**config.mk**
```make
export PLATFORM = sky130hd
export DESIGN_NAME = router_fsm_np
export DESIGN_NICKNAME = d
export VERILOG_FILES = /design/src/rtl/router_fsm_np.sv
export SDC_FILE = /design/constraint.sdc
export NUM_CORES = 1
export LEC_CHECK = 0
export CAP_MARGIN = 20
export CORE_MARGIN = 2
export CORE_UTILIZATION = 35
export CTS_CLUSTER_SIZE = 24
export DETAILED_ROUTE_END_ITERATION = 7
export SLEW_MARGIN = 10
export SYNTH_ARGS = -nofsm -noshare
export SYNTH_HDL_FRONTEND = slang
export SYNTH_SLANG_ARGS = --single-unit
```
**constraint.sdc**
```tcl
create_clock -name clk -period 2.13 [get_ports clk]
set_input_delay 0.213 -clock clk [delete_from_list [all_inputs] [get_ports clk]]
set_output_delay 0.213 -clock clk [all_outputs]
set_load 0.005 [all_outputs]
```
**src/rtl/router_fsm_np.sv**
```systemverilog
// Control FSM for the N-output packet router: header decode, load sequencing, FIFO-full stalls, packet drop.
// Optional wait-timeout drop path is compiled in when ROUTER_FSM_TIMEOUT_EN is defined.
module router_fsm_np #(
  parameter int unsigned NUM_PORTS  = 3,
  parameter int unsigned ADDR_W     = 2,
  parameter int unsigned WAIT_LIMIT = 16
) (
  input  logic                 clk,
  input  logic                 resetn,
  input  logic                 packet_valid,
  input  logic [ADDR_W-1:0]    data_in,
  input  logic                 fifo_full,
  input  logic [NUM_PORTS-1:0] fifo_empty,
  input  logic [NUM_PORTS-1:0] soft_reset,
  input  logic                 parity_done,
  input  logic                 low_packet_valid,
  output logic                 write_enb_reg,
  output logic                 detect_add,
  output logic                 lfd_state,
  output logic                 ld_state,
  output logic                 laf_state,
  output logic                 full_state,
  output logic                 rst_int_reg,
  output logic                 busy,
  output logic [NUM_PORTS-1:0] dest_sel,
  output logic                 pkt_drop
);

  localparam int unsigned NUM_ADDR = 1 << ADDR_W;

  // Elaboration-time parameter sanity checks.
  if (NUM_PORTS < 2 || NUM_PORTS > NUM_ADDR) begin : g_bad_ports
    $error("router_fsm_np: NUM_PORTS out of range");
  end
  if (WAIT_LIMIT < 1) begin : g_bad_limit
    $error("router_fsm_np: WAIT_LIMIT must be at least 1");
  end

  typedef enum logic [3:0] {
    S_DA   = 4'd0,
    S_WTE  = 4'd1,
    S_LFD  = 4'd2,
    S_LD   = 4'd3,
    S_FFS  = 4'd4,
    S_LAF  = 4'd5,
    S_LP   = 4'd6,
    S_CPE  = 4'd7,
    S_DROP = 4'd8
  } state_e;

  state_e                 state_q, state_d;
  logic [ADDR_W-1:0]      addr_q, addr_d;
  logic [NUM_PORTS-1:0]   dest_sel_q, dest_sel_d;

  logic write_enb_q, detect_add_q, lfd_q, ld_q, laf_q, full_q, rst_int_q, busy_q, drop_q;
  logic write_enb_d, detect_add_d, lfd_d, ld_d, laf_d, full_d, rst_int_d, busy_d, drop_d;

  // Zero-extended flag vectors so any ADDR_W-wide index is in range.
  logic [NUM_ADDR-1:0] empty_ext;
  logic [NUM_ADDR-1:0] srst_ext;

  assign empty_ext = NUM_ADDR'(fifo_empty);
  assign srst_ext  = NUM_ADDR'(soft_reset);

`ifdef ROUTER_FSM_TIMEOUT_EN
  localparam int unsigned CNT_W = (WAIT_LIMIT > 1) ? $clog2(WAIT_LIMIT) : 1;

  logic [CNT_W-1:0] wait_cnt_q, wait_cnt_d;
  logic             wait_expired;

  // Counts cycles spent in WTE; zero on every other state so WTE entry starts clean.
  assign wait_cnt_d   = (state_q == S_WTE) ? wait_cnt_q + CNT_W'(1) : '0;
  assign wait_expired = (wait_cnt_q == CNT_W'(WAIT_LIMIT - 1));

  always_ff @(posedge clk) begin
    if (!resetn) begin
      wait_cnt_q <= '0;
    end else begin
      wait_cnt_q <= wait_cnt_d;
    end
  end
`endif

  // State, latched address/select and registered decodes.
  always_ff @(posedge clk) begin
    if (!resetn) begin
      state_q      <= S_DA;
      addr_q       <= '0;
      dest_sel_q   <= '0;
      write_enb_q  <= 1'b0;
      detect_add_q <= 1'b1;
      lfd_q        <= 1'b0;
      ld_q         <= 1'b0;
      laf_q        <= 1'b0;
      full_q       <= 1'b0;
      rst_int_q    <= 1'b0;
      busy_q       <= 1'b0;
      drop_q       <= 1'b0;
    end else begin
      state_q      <= state_d;
      addr_q       <= addr_d;
      dest_sel_q   <= dest_sel_d;
      write_enb_q  <= write_enb_d;
      detect_add_q <= detect_add_d;
      lfd_q        <= lfd_d;
      ld_q         <= ld_d;
      laf_q        <= laf_d;
      full_q       <= full_d;
      rst_int_q    <= rst_int_d;
      busy_q       <= busy_d;
      drop_q       <= drop_d;
    end
  end

  // Next-state logic; output decodes come from the next state so they land with the state register.
  always_comb begin
    state_d    = state_q;
    addr_d     = addr_q;
    dest_sel_d = dest_sel_q;

    unique case (state_q)
      S_DA: begin
        if (packet_valid) begin
          addr_d     = data_in;
          dest_sel_d = NUM_PORTS'(1) << data_in;
          if (32'(data_in) >= NUM_PORTS) begin
            state_d = S_DROP;
          end else if (empty_ext[data_in]) begin
            state_d = S_LFD;
          end else begin
            state_d = S_WTE;
          end
        end
      end
      S_WTE: begin
        if (empty_ext[addr_q]) begin
          state_d = S_LFD;
        end
`ifdef ROUTER_FSM_TIMEOUT_EN
        else if (wait_expired) begin
          state_d = S_DROP;
        end
`endif
      end
      S_LFD: state_d = S_LD;
      S_LD: begin
        if (fifo_full) begin
          state_d = S_FFS;
        end else if (!packet_valid) begin
          state_d = S_LP;
        end
      end
      S_FFS: begin
        if (!fifo_full) begin
          state_d = S_LAF;
        end
      end
      S_LAF: begin
        if (parity_done) begin
          state_d = S_DA;
        end else if (low_packet_valid) begin
          state_d = S_LP;
        end else begin
          state_d = S_LD;
        end
      end
      S_LP:  state_d = S_CPE;
      S_CPE: state_d = fifo_full ? S_FFS : S_DA;
      S_DROP: begin
        if (!packet_valid) begin
          state_d = S_DA;
        end
      end
      default: state_d = S_DA;
    endcase

    // Read-side soft reset of the selected FIFO aborts the packet.
    if (state_q != S_DA && state_q != S_DROP && srst_ext[addr_q]) begin
      state_d = S_DA;
    end

    detect_add_d = (state_d == S_DA);
    lfd_d        = (state_d == S_LFD);
    ld_d         = (state_d == S_LD);
    laf_d        = (state_d == S_LAF);
    full_d       = (state_d == S_FFS);
    rst_int_d    = (state_d == S_CPE);
    drop_d       = (state_d == S_DROP);
    write_enb_d  = (state_d == S_LD) || (state_d == S_LP) || (state_d == S_LAF);
    busy_d       = (state_d == S_LFD) || (state_d == S_FFS) || (state_d == S_LAF) ||
                   (state_d == S_LP)  || (state_d == S_CPE) || (state_d == S_WTE);
  end

  assign write_enb_reg = write_enb_q;
  assign detect_add    = detect_add_q;
  assign lfd_state     = lfd_q;
  assign ld_state      = ld_q;
  assign laf_state     = laf_q;
  assign full_state    = full_q;
  assign rst_int_reg   = rst_int_q;
  assign busy          = busy_q;
  assign dest_sel      = dest_sel_q;
  assign pkt_drop      = drop_q;

endmodule

```
# After elaboration in Yosys (flattened, before gate mapping)
# Index checks and enable logic that the tools add are counted.
op_classes:
  n_lt_le_gt_ge: 3
  eq_ne: 17
  shift: 1
  mux: 19
  reduce_logical: 13
op_table:
  columns: ["op", "count"]
  rows:
  - ["case mux 4 bit (9 select lines)", 1]
  - ["== test 4 x 3 -> 1 bit, second input constant", 8]
  - ["two-way mux 4 bit", 8]
  - ["== test 4 x 2 -> 1 bit, second input constant", 4]
  - ["two-way mux 3 bit", 3]
  - ["== test 4 x 1 -> 1 bit, second input constant", 2]
  - ["== test 4 bit, second input constant", 2]
  - ["logical NOT 4 bit", 2]
  - ["logical OR 1 bit", 7]
  - ["binary-select mux 1 bit (select 2 bit)", 3]
  - ["< comparator 2 x 3 -> 1 bit, second input constant", 2]
  - ["!= test 4 bit, second input constant", 1]
  - ["nonzero test 4 bit", 1]
  - ["two-way mux 1 bit", 3]
  - ["<< shifter 1 x 2 -> 3 bit, first input constant", 1]
  - [">= comparator 2 bit, second input constant", 1]
  - ["logical AND 1 bit", 2]
  - ["two-way mux 2 bit", 1]
  - ["AND reduction 2 bit", 1]
word_totals:
  ff_bits: 18
  inputBits: 14
  out_inout_bits: 12
  word_cells: 65

# Logic depth before layout (Yosys ltp)
# Gate-level depths: netlist (run 1).
depth:
  word_depth: 13
  depth_mapped: 8
  depth_no_buf: 6

# Least setup slack after synthesis (run 1)
# No wires, ideal clock.
synth_timing:
  path_kind: "register -> register"
  startpoint: "reg state_q[1]"
  endpoint: "reg busy_q, in the netlist busy"
  setup_ns: 0.129
  arrival_time_ns: 1.607
  required_time_ns: 2.001
  setup_slack_ns: 0.393
  stages_incl_launch_ff: 9
  n_path_buf: 2
  period_less_slack_ns: 1.737
  path_cell_list: "dfxtp_1 buf_6 nor3_1 a21oi_1 or3b_1 and4_1 buf_2 xnor2_1 a21oi_1"
synth_via:
  elab_chain_cells: 10
  word_cells_on_any_way: 32
  cone_classes: "15 x eq/ne; 8 x mux; 9 x reduce/logical"
synth_rtl:
  columns: ["item", "line", "text"]
  rows:
  - ["start, declared", "51", "state_e state_q, state_d;"]
  - ["start signal, assigned", "100", "state_q <= state_d;"]
  - ["two-way mux 4 bit, or another cell as far along", "149", "end else if (!packet_valid) begin"]
  - ["two-way mux 4 bit / logical AND 1 bit (equally long branches)", "147, 178", null]
  - ["case mux 4 bit (9 select lines) / logical AND 1 bit (equally long branches)", "121, 178", null]
  - ["two-way mux 4 bit (*)", "178", "if (state_q != S_DA && state_q != S_DROP && srst_ext[addr_q]) begin"]
  - ["== test 4 x 2 -> 1 bit / == test 4 x 3 -> 1 bit (equally long branches)", "190", "busy_d = (state_d == S_LFD) || (state_d == S_FFS) || (state_d == S_LAF) ||"]
  - ["logical OR 1 bit (3 in a row)", "190", null]
  - ["logical OR 1 bit", "191", "(state_d == S_LP) || (state_d == S_CPE) || (state_d == S_WTE);"]
  - ["logical OR 1 bit (*)", "191", null]
  - ["end signal, assigned", "110", "busy_q <= busy_d;"]
  - ["end, declared", "55", "logic write_enb_q, detect_add_q, lfd_q, ld_q, laf_q, full_q, rst_int_q, busy_q, drop_q;"]
# Every way passes the cells marked *; elsewhere a longest branch is shown, timed or not.
# A chain may end at the register's enable or synchronous reset.

# Worst setup path after layout (run 1)
layout_timing:
  startpoint: "reg addr_q[1]"
  endpoint: "reg write_enb_q, in the netlist write_enb_reg"
layout_via:
  elab_chain_cells: 8
  word_cells_on_any_way: 13
  cone_classes: "3 x eq/ne; 7 x mux; 3 x reduce/logical"
layout_rtl:
  columns: ["item", "line", "text"]
  rows:
  - ["start, declared", "52", "logic [ADDR_W-1:0] addr_q, addr_d;"]
  - ["start signal, assigned", "101", "addr_q <= addr_d;"]
  - ["binary-select mux 1 bit (select 2 bit)", "136", "if (empty_ext[addr_q]) begin"]
  - ["two-way mux 1 bit (not written as such)", "136", null]
  - ["two-way mux 4 bit", "136", null]
  - ["case mux 4 bit (9 select lines)", "121", "unique case (state_q)"]
  - ["two-way mux 4 bit (*)", "178", null]
  - ["== test 4 x 2 -> 1 bit / == test 4 x 3 -> 1 bit (equally long branches)", "189", "write_enb_d = (state_d == S_LD) || (state_d == S_LP) || (state_d == S_LAF);"]
  - ["logical OR 1 bit", "189", null]
  - ["logical OR 1 bit (*)", "189", null]
  - ["end signal, assigned", "103", "write_enb_q <= write_enb_d;"]
  - ["end, declared", "55", null]
# Every way passes the cells marked *; elsewhere a longest branch is shown, timed or not. The select of a mux whose other input is x is not followed.

==> results of run 1 <==
cells by family (layout without fill, tap and decap cells):
kind of cell | count (synthesis) | in the layout | synth area share (%)
compound gates | 20 | 20 | 17.9
xor+xnor | 1 | 1 | 0.987
simple gates | 39 | 39 | 28.6
mux | 6 | 6 | 6.91
buf+inv | 7 | 37 | 4.94
flops | 18 | 18 | 40.6
critical path: cells and delay by family (launching register included):
family             cells  cell delay [ns]
muxes                  1             0.35
AOI/OAI and AO/OA      3             0.63
DFF                    1             0.42
and+or+nand+nor        1             0.44
Yosys cell counts:
master	n
o21ai_0	2
nand3b_1	3
nand2_1	2
nor4b_1	1
o2bb2ai_1	1
or2_1	1
o21ai_1	2
buf_2	2
xnor2_1	1
mux2i_1	5
or3_1	1
nor2b_1	8
a2bb2oi_1	1
dfxtp_1	18
nand3b_4	1
inv_2	1
a221oi_2	2
o22a_1	1
nor2_1	8
mux2_1	1
a31oi_2	1
and3_1	3
nand2b_1	1
buf_6	2
or3_4	1
inv_1	2
a31oi_1	1
nor3_1	5
nor3b_1	1
o22ai_2	2
a21oi_1	6
and4_1	1
or3b_1	1
nor3_4	1
a32oi_1	1
through the flow:
stage          setup WS (ns)  hold slack (ns)
4_1_cts                0.215            0.537
3_5_place_dp          0.0522            0.515
6_report               0.231            0.535
2_1_floorplan          0.393            0.289
3_3_place_gp          0.0591            0.502
5_1_grt               0.0956            0.560
where the power goes:
group	internal (uW)	switching [uW]
Clock	104	109
Sequential	379	40.8
Combinational	190	160
Total	673	309
worst paths after layout:
check,cells past startpoint,startpoint,endpoint
setup / recovery,5,addr_q[1],write_enb_reg
hold / removal,2,dest_sel[2],dest_sel[2]
setup reg to reg,5,addr_q[1],write_enb_reg
hold reg to reg,2,dest_sel[2],dest_sel[2]
layout make-up:
type	instances	share of cell area, %
Multi-Input combinational cell	66	39.7
Sequential cell	18	29.6
Timing Repair Buffer	30	23.7
Tap cell	30	3.09
Clock buffer	4	2.98
Inverter	3	0.926
routing by layer:
| layer | track usage [%] | part of all wire, % | vias to the layer above |
|---|---|---|---|
| met3 | 3.28 | 2.8 | 5 |
| met2 | 22.3 | 47 | 15 |
| met1 | 18.7 | 48 | 355 |
| met4 | 7.50 | 2.4 | 0 |
| li1 | - | - | 389 |
| met5 | 0 | 0 | - |
==> results.tsv, run 1 <==
stage	metric	value	unit
global_route	Total GRT Usage	14.5	%
route	drt drc	0	
logic_synthesis	Seq cells post-synth	18	
critical_path	Crit. End Element	flip-flop	
clock_tree	clock-pin transition on the worst setup and hold timing paths	0.10	ns
place	IO Port Bufs	25	
logic_synthesis	Seq/Total Area, Yosys	40.6	%
sta	Final setup viols	0	
sta	min Tclk post-route	1.90	ns
floorplanning	die area	2950	um2
cells_and_area	multi-input logic area	483	um2
job	Max Cap Viol	0	
sta	relative max-transition margin	74.4	%
cells_and_area	max reg flops	4	
place	RD Place Congestion	0.806	
logic_synthesis	top post-synthesis cells by area	dfxtp_1, mux2i_1, nor2b_1	
sta	Final Hold Vio Count	0	
place	Placed Cells	147	
cells_and_area	Reg with most FFs	state_q	
logic_synthesis	Yosys cell types	35	
critical_path	FF-to-FF setup slack	0.23	ns
place	placed instance area	1180	um2
critical_path	Worst setup SP type	flip-flop	
critical_path	CP Class	flip-flop to flip-flop	
cells_and_area	most frequent cells in the layout	clkdlybuf4s50_1, dfxtp_1, nor2b_1, nor2_1, a21oi_1	
logic_synthesis	Syn Inst Count	91	
route	Routed WL	1.85	mm
clock_tree	CTS Buf Count	3	
critical_path	Worst path slowest cell	or3_4	
clock_tree	post-CTS setup buffer count	0	
clock_tree	clk root buf	clkbuf_4	
critical_path	Crit Path Max Fanout	5	
global_route	initial antenna violation count	0	
logic_synthesis	Mapped Area	887	um2
cells_and_area	Register Area	360	um2
global_route	GRT overflow	0	
route	routed vias	764	
sta	Worst Max-Slew Pin Slew	0.384	ns
status	status	complete, no violations	
clock_tree	Clock Path Buffers	2	
pwr	Power Dens Cells	808	nW/um2
route	TritonRoute pass-1 iters	4	
critical_path	worst endpoint required time	2.36	ns
sta	FMAX	527	MHz
critical_path	crit-path cells	mux2_1 -> a221oi_2 -> o21ai_1 -> or3_4 -> o22ai_2	
route	vias per cell	5.06	
pwr	Leakage Power	0.000464	uW
cells_and_area	Cell Count, Final, Fillers Out	151	
global_route	vias in the first global route	680	
place	HPWL after DPL	1.43	mm
sta	unrepaired setup endpoints after global routing	false	
floorplanning	Die W	54.3	um
route	post-route antenna net violation count	0	
sta	Final Skew	0.00432	ns
critical_path	worst path arrival time	2.13	ns
logic_synthesis	dominant cell type by area after synthesis	dfxtp_1	
global_route	largest net degree at the start of global routing	11	
route	Avg WL per Cell	12.2	um
floorplanning	Die Y	54.3	um
floorplanning	number of I/O pins	26	
cells_and_area	diodes inserted	0	
cells_and_area	synthesis-to-layout area growth	37.1	%
logic_synthesis	warnings from Yosys	0	
floorplanning	Starting Density	36.5	%
clock_tree	Hold Buf Count CTS	0	
cells_and_area	NumNets Final	136	
critical_path	Max stage delay on crit path	0.44	ns
pwr	Tot Pwr	983	uW
logic_synthesis	Yosys top cell area share	40.6	%
cells_and_area	most common cell after layout, fill and taps aside	clkdlybuf4s50_1	
sta	Final period util	89.2	%
clock_tree	TritonCTS clock tree	done	
logic_synthesis	Mean Syn Cell Area	9.75	um2
cells_and_area	final core utilization	50.0	%
clock_tree	Clock Latency Late Sink	0.30	ns
clock_tree	H-tree depth	1	
route	initial DRC count	17	
cells_and_area	layout cell share with drive strength beyond 1	14.9	%
hold_path	Worst Hold Class	flip-flop to flip-flop	
sta	post-route setup TNS	0	ns
clock_tree	Clock Sinks	18	
sta	Slew Viols, Final	0	
floorplanning	row count	18	
logic_synthesis	Syn Nets	105	
floorplanning	area of the core	2430	um2
global_route	first-pass GRT wire length	3.04	mm
cells_and_area	fillers	233	
cells_and_area	Layout Cell Area excl Fill	1220	um2
clock_tree	CTS resizes	0	
pwr	Peak VDD IR	0.449	mV
Note: power is estimated with default switching activity, not from simulation.
==> run 2, diff against run 1 <==
--- a/config.mk
+++ b/config.mk
@@ -6,10 +6,13 @@
 export NUM_CORES = 1
 export LEC_CHECK = 0
 export CAP_MARGIN = 20
+export CELL_PAD_IN_SITES_DETAIL_PLACEMENT = 1
+export CELL_PAD_IN_SITES_GLOBAL_PLACEMENT = 1
 export CORE_MARGIN = 2
-export CORE_UTILIZATION = 35
+export CORE_UTILIZATION = 34
 export CTS_CLUSTER_SIZE = 24
 export DETAILED_ROUTE_END_ITERATION = 7
+export PLACE_DENSITY_LB_ADDON = 0.1
 export SLEW_MARGIN = 10
 export SYNTH_ARGS = -nofsm -noshare
 export SYNTH_HDL_FRONTEND = slang
==> results.tsv, run 2 (synthesis results as in run 1) <==
stage	metric	value	unit
critical_path	Worst path slowest cell	dfxtp_1	
critical_path	Crit Path Max Fanout	5	
route	vias per cell	5.01	
place	HPWL after DPL	1.53	mm
route	Avg WL per Cell	12.7	um
critical_path	CP Buf/Inv Count	0	
clock_tree	CTS Buf Count	3	
place	IO Port Bufs	25	
sta	Final Skew	0.00404	ns
route	TritonRoute pass-1 iters	2	
floorplanning	Die W	55.1	um
sta	unrepaired setup endpoints after global routing	false	
critical_path	Worst setup SP type	flip-flop	
sta	Slew Viols, Final	0	
floorplanning	number of I/O pins	26	
sta	WHS	0.523	ns
clock_tree	clk root buf	clkbuf_4	
hold_path	Worst Hold Class	flip-flop to flip-flop	
route	post-route antenna net violation count	0	
cells_and_area	Reg with most FFs	state_q	
critical_path	Crit. End Element	flip-flop	
sta	post-route setup TNS	0	ns
cells_and_area	Register Area	360	um2
cells_and_area	fillers	307	
clock_tree	CTS resizes	0	
route	initial DRC count	4	
sta	relative max-transition margin	72.2	%
critical_path	worst path arrival time	2.18	ns
pwr	Leakage Power	0.000460	uW
cells_and_area	NumNets Final	135	
critical_path	worst endpoint required time	2.36	ns
critical_path	CP Class	flip-flop to flip-flop	
clock_tree	Clock Sinks	18	
sta	Final period util	91.9	%
pwr	Power Dens Cells	799	nW/um2
critical_path	Stages on worst setup path	5	
clock_tree	H-tree depth	1	
cells_and_area	synthesis-to-layout area growth	36.2	%
global_route	largest net degree at the start of global routing	11	
floorplanning	die area	3030	um2
critical_path	crit-path cells	mux2_1 -> a221oi_2 -> o21ai_1 -> or3_4 -> nor2_1	
place	RD Place Congestion	0.750	
sta	Final Hold Vio Count	0	
global_route	Total GRT Usage	14.7	%
cells_and_area	multi-input logic area	483	um2
route	routed vias	751	
floorplanning	area of the core	2480	um2
route	drt drc	0	
clock_tree	Clock Path Buffers	2	
global_route	GRT overflow	0	
global_route	first-pass GRT wire length	3.03	mm
global_route	vias in the first global route	686	
cells_and_area	max reg flops	4	
cells_and_area	layout cell share with drive strength beyond 1	14.2	%
cells_and_area	diodes inserted	0	
floorplanning	Starting Density	35.8	%
pwr	Peak VDD IR	0.439	mV
clock_tree	Clock Latency Late Sink	0.29	ns
critical_path	Worst path top cell family by delay	simple AND/OR/NAND/NOR gates	
sta	FMAX	511	MHz
sta	Worst Max-Slew Pin Slew	0.416	ns
critical_path	Max stage delay on crit path	0.44	ns
sta	Final setup viols	0	
hold_path	hold depth	2	
clock_tree	TritonCTS clock tree	done	
route	Routed WL	1.91	mm
cells_and_area	most frequent cells in the layout	clkdlybuf4s50_1, dfxtp_1, nor2b_1, nor2_1, a21oi_1	
status	status	complete, no violations	
floorplanning	Die Y	55.1	um
clock_tree	Hold Buf Count CTS	0	
job	Max Cap Viol	0	
floorplanning	row count	18	
sta	min Tclk post-route	1.96	ns
global_route	initial antenna violation count	0	
critical_path	R2R depth	5	
clock_tree	clock-pin transition on the worst setup and hold timing paths	0.10	ns
cells_and_area	most common cell after layout, fill and taps aside	clkdlybuf4s50_1	
clock_tree	post-CTS setup buffer count	0	
[run 2: cell types whose count changed in the layout (fill, tap and decap cells not counted), sizes merged]
cell | previous run | this run
buf | 5 | 4
[run 2: layer usage]
metal / part of all wire, % / routed length (um) / GRT usage (%)
met1: 51 / 977 / 17.7
met2: 42 / 807 / 23.2
met3: 4.2 / 80 / 3.23
met4: 2.2 / 41 / 9.76
met5: 0 / 0 / 0
[run 2: power by group]
group	internal (uW)	leakage [uW]	switching (uW)
Sequential	379	0.000147	43.0
Clock	104	0.0000210	99.5
Combinational	182	0.000292	158
Total	665	0.000460	301
[run 2: cell type report]
type	count	share of cell area, %
Clock buffer	4	3.00
Inverter	3	0.932
Multi-Input combinational cell	66	40.0
Sequential cell	18	29.8
Tap cell	30	3.11
Timing Repair Buffer	29	23.2
[run 2: final timing paths]
| path | slack, ns | startpoint | endpoint |
|---|---|---|---|
| hold / removal | 0.52 | dest_sel[2] | dest_sel[2] |
| hold reg to reg | 0.52 | dest_sel[2] | dest_sel[2] |
| setup / recovery | 0.17 | addr_q[1] | lfd_state |
| setup reg to reg | 0.17 | addr_q[1] | lfd_state |
[run 2: per-stage QoR]
stage / std cells / cell area [um2] / worst slack, ns / power (uW) / util (%)
2_1_floorplan: 91 / 887 / 0.393 / 651 / -
3_3_place_gp: 146 / 1170 / 0.0714 / 767 / 47.3
3_5_place_dp: 146 / 1170 / 0.0324 / 772 / 47.3
4_1_cts: 150 / 1210 / 0.159 / 978 / 48.8
5_1_grt: 150 / 1210 / 0.0353 / 1030 / 48.8
6_report: 150 / 1210 / 0.173 / 966 / 48.8
[run 2: tightest hold or removal path, cell delays in order, from the launching register on]
cell and delay (ns):
dfxtp_1 0.34, a21oi_1 0.06, nor2b_1 0.09
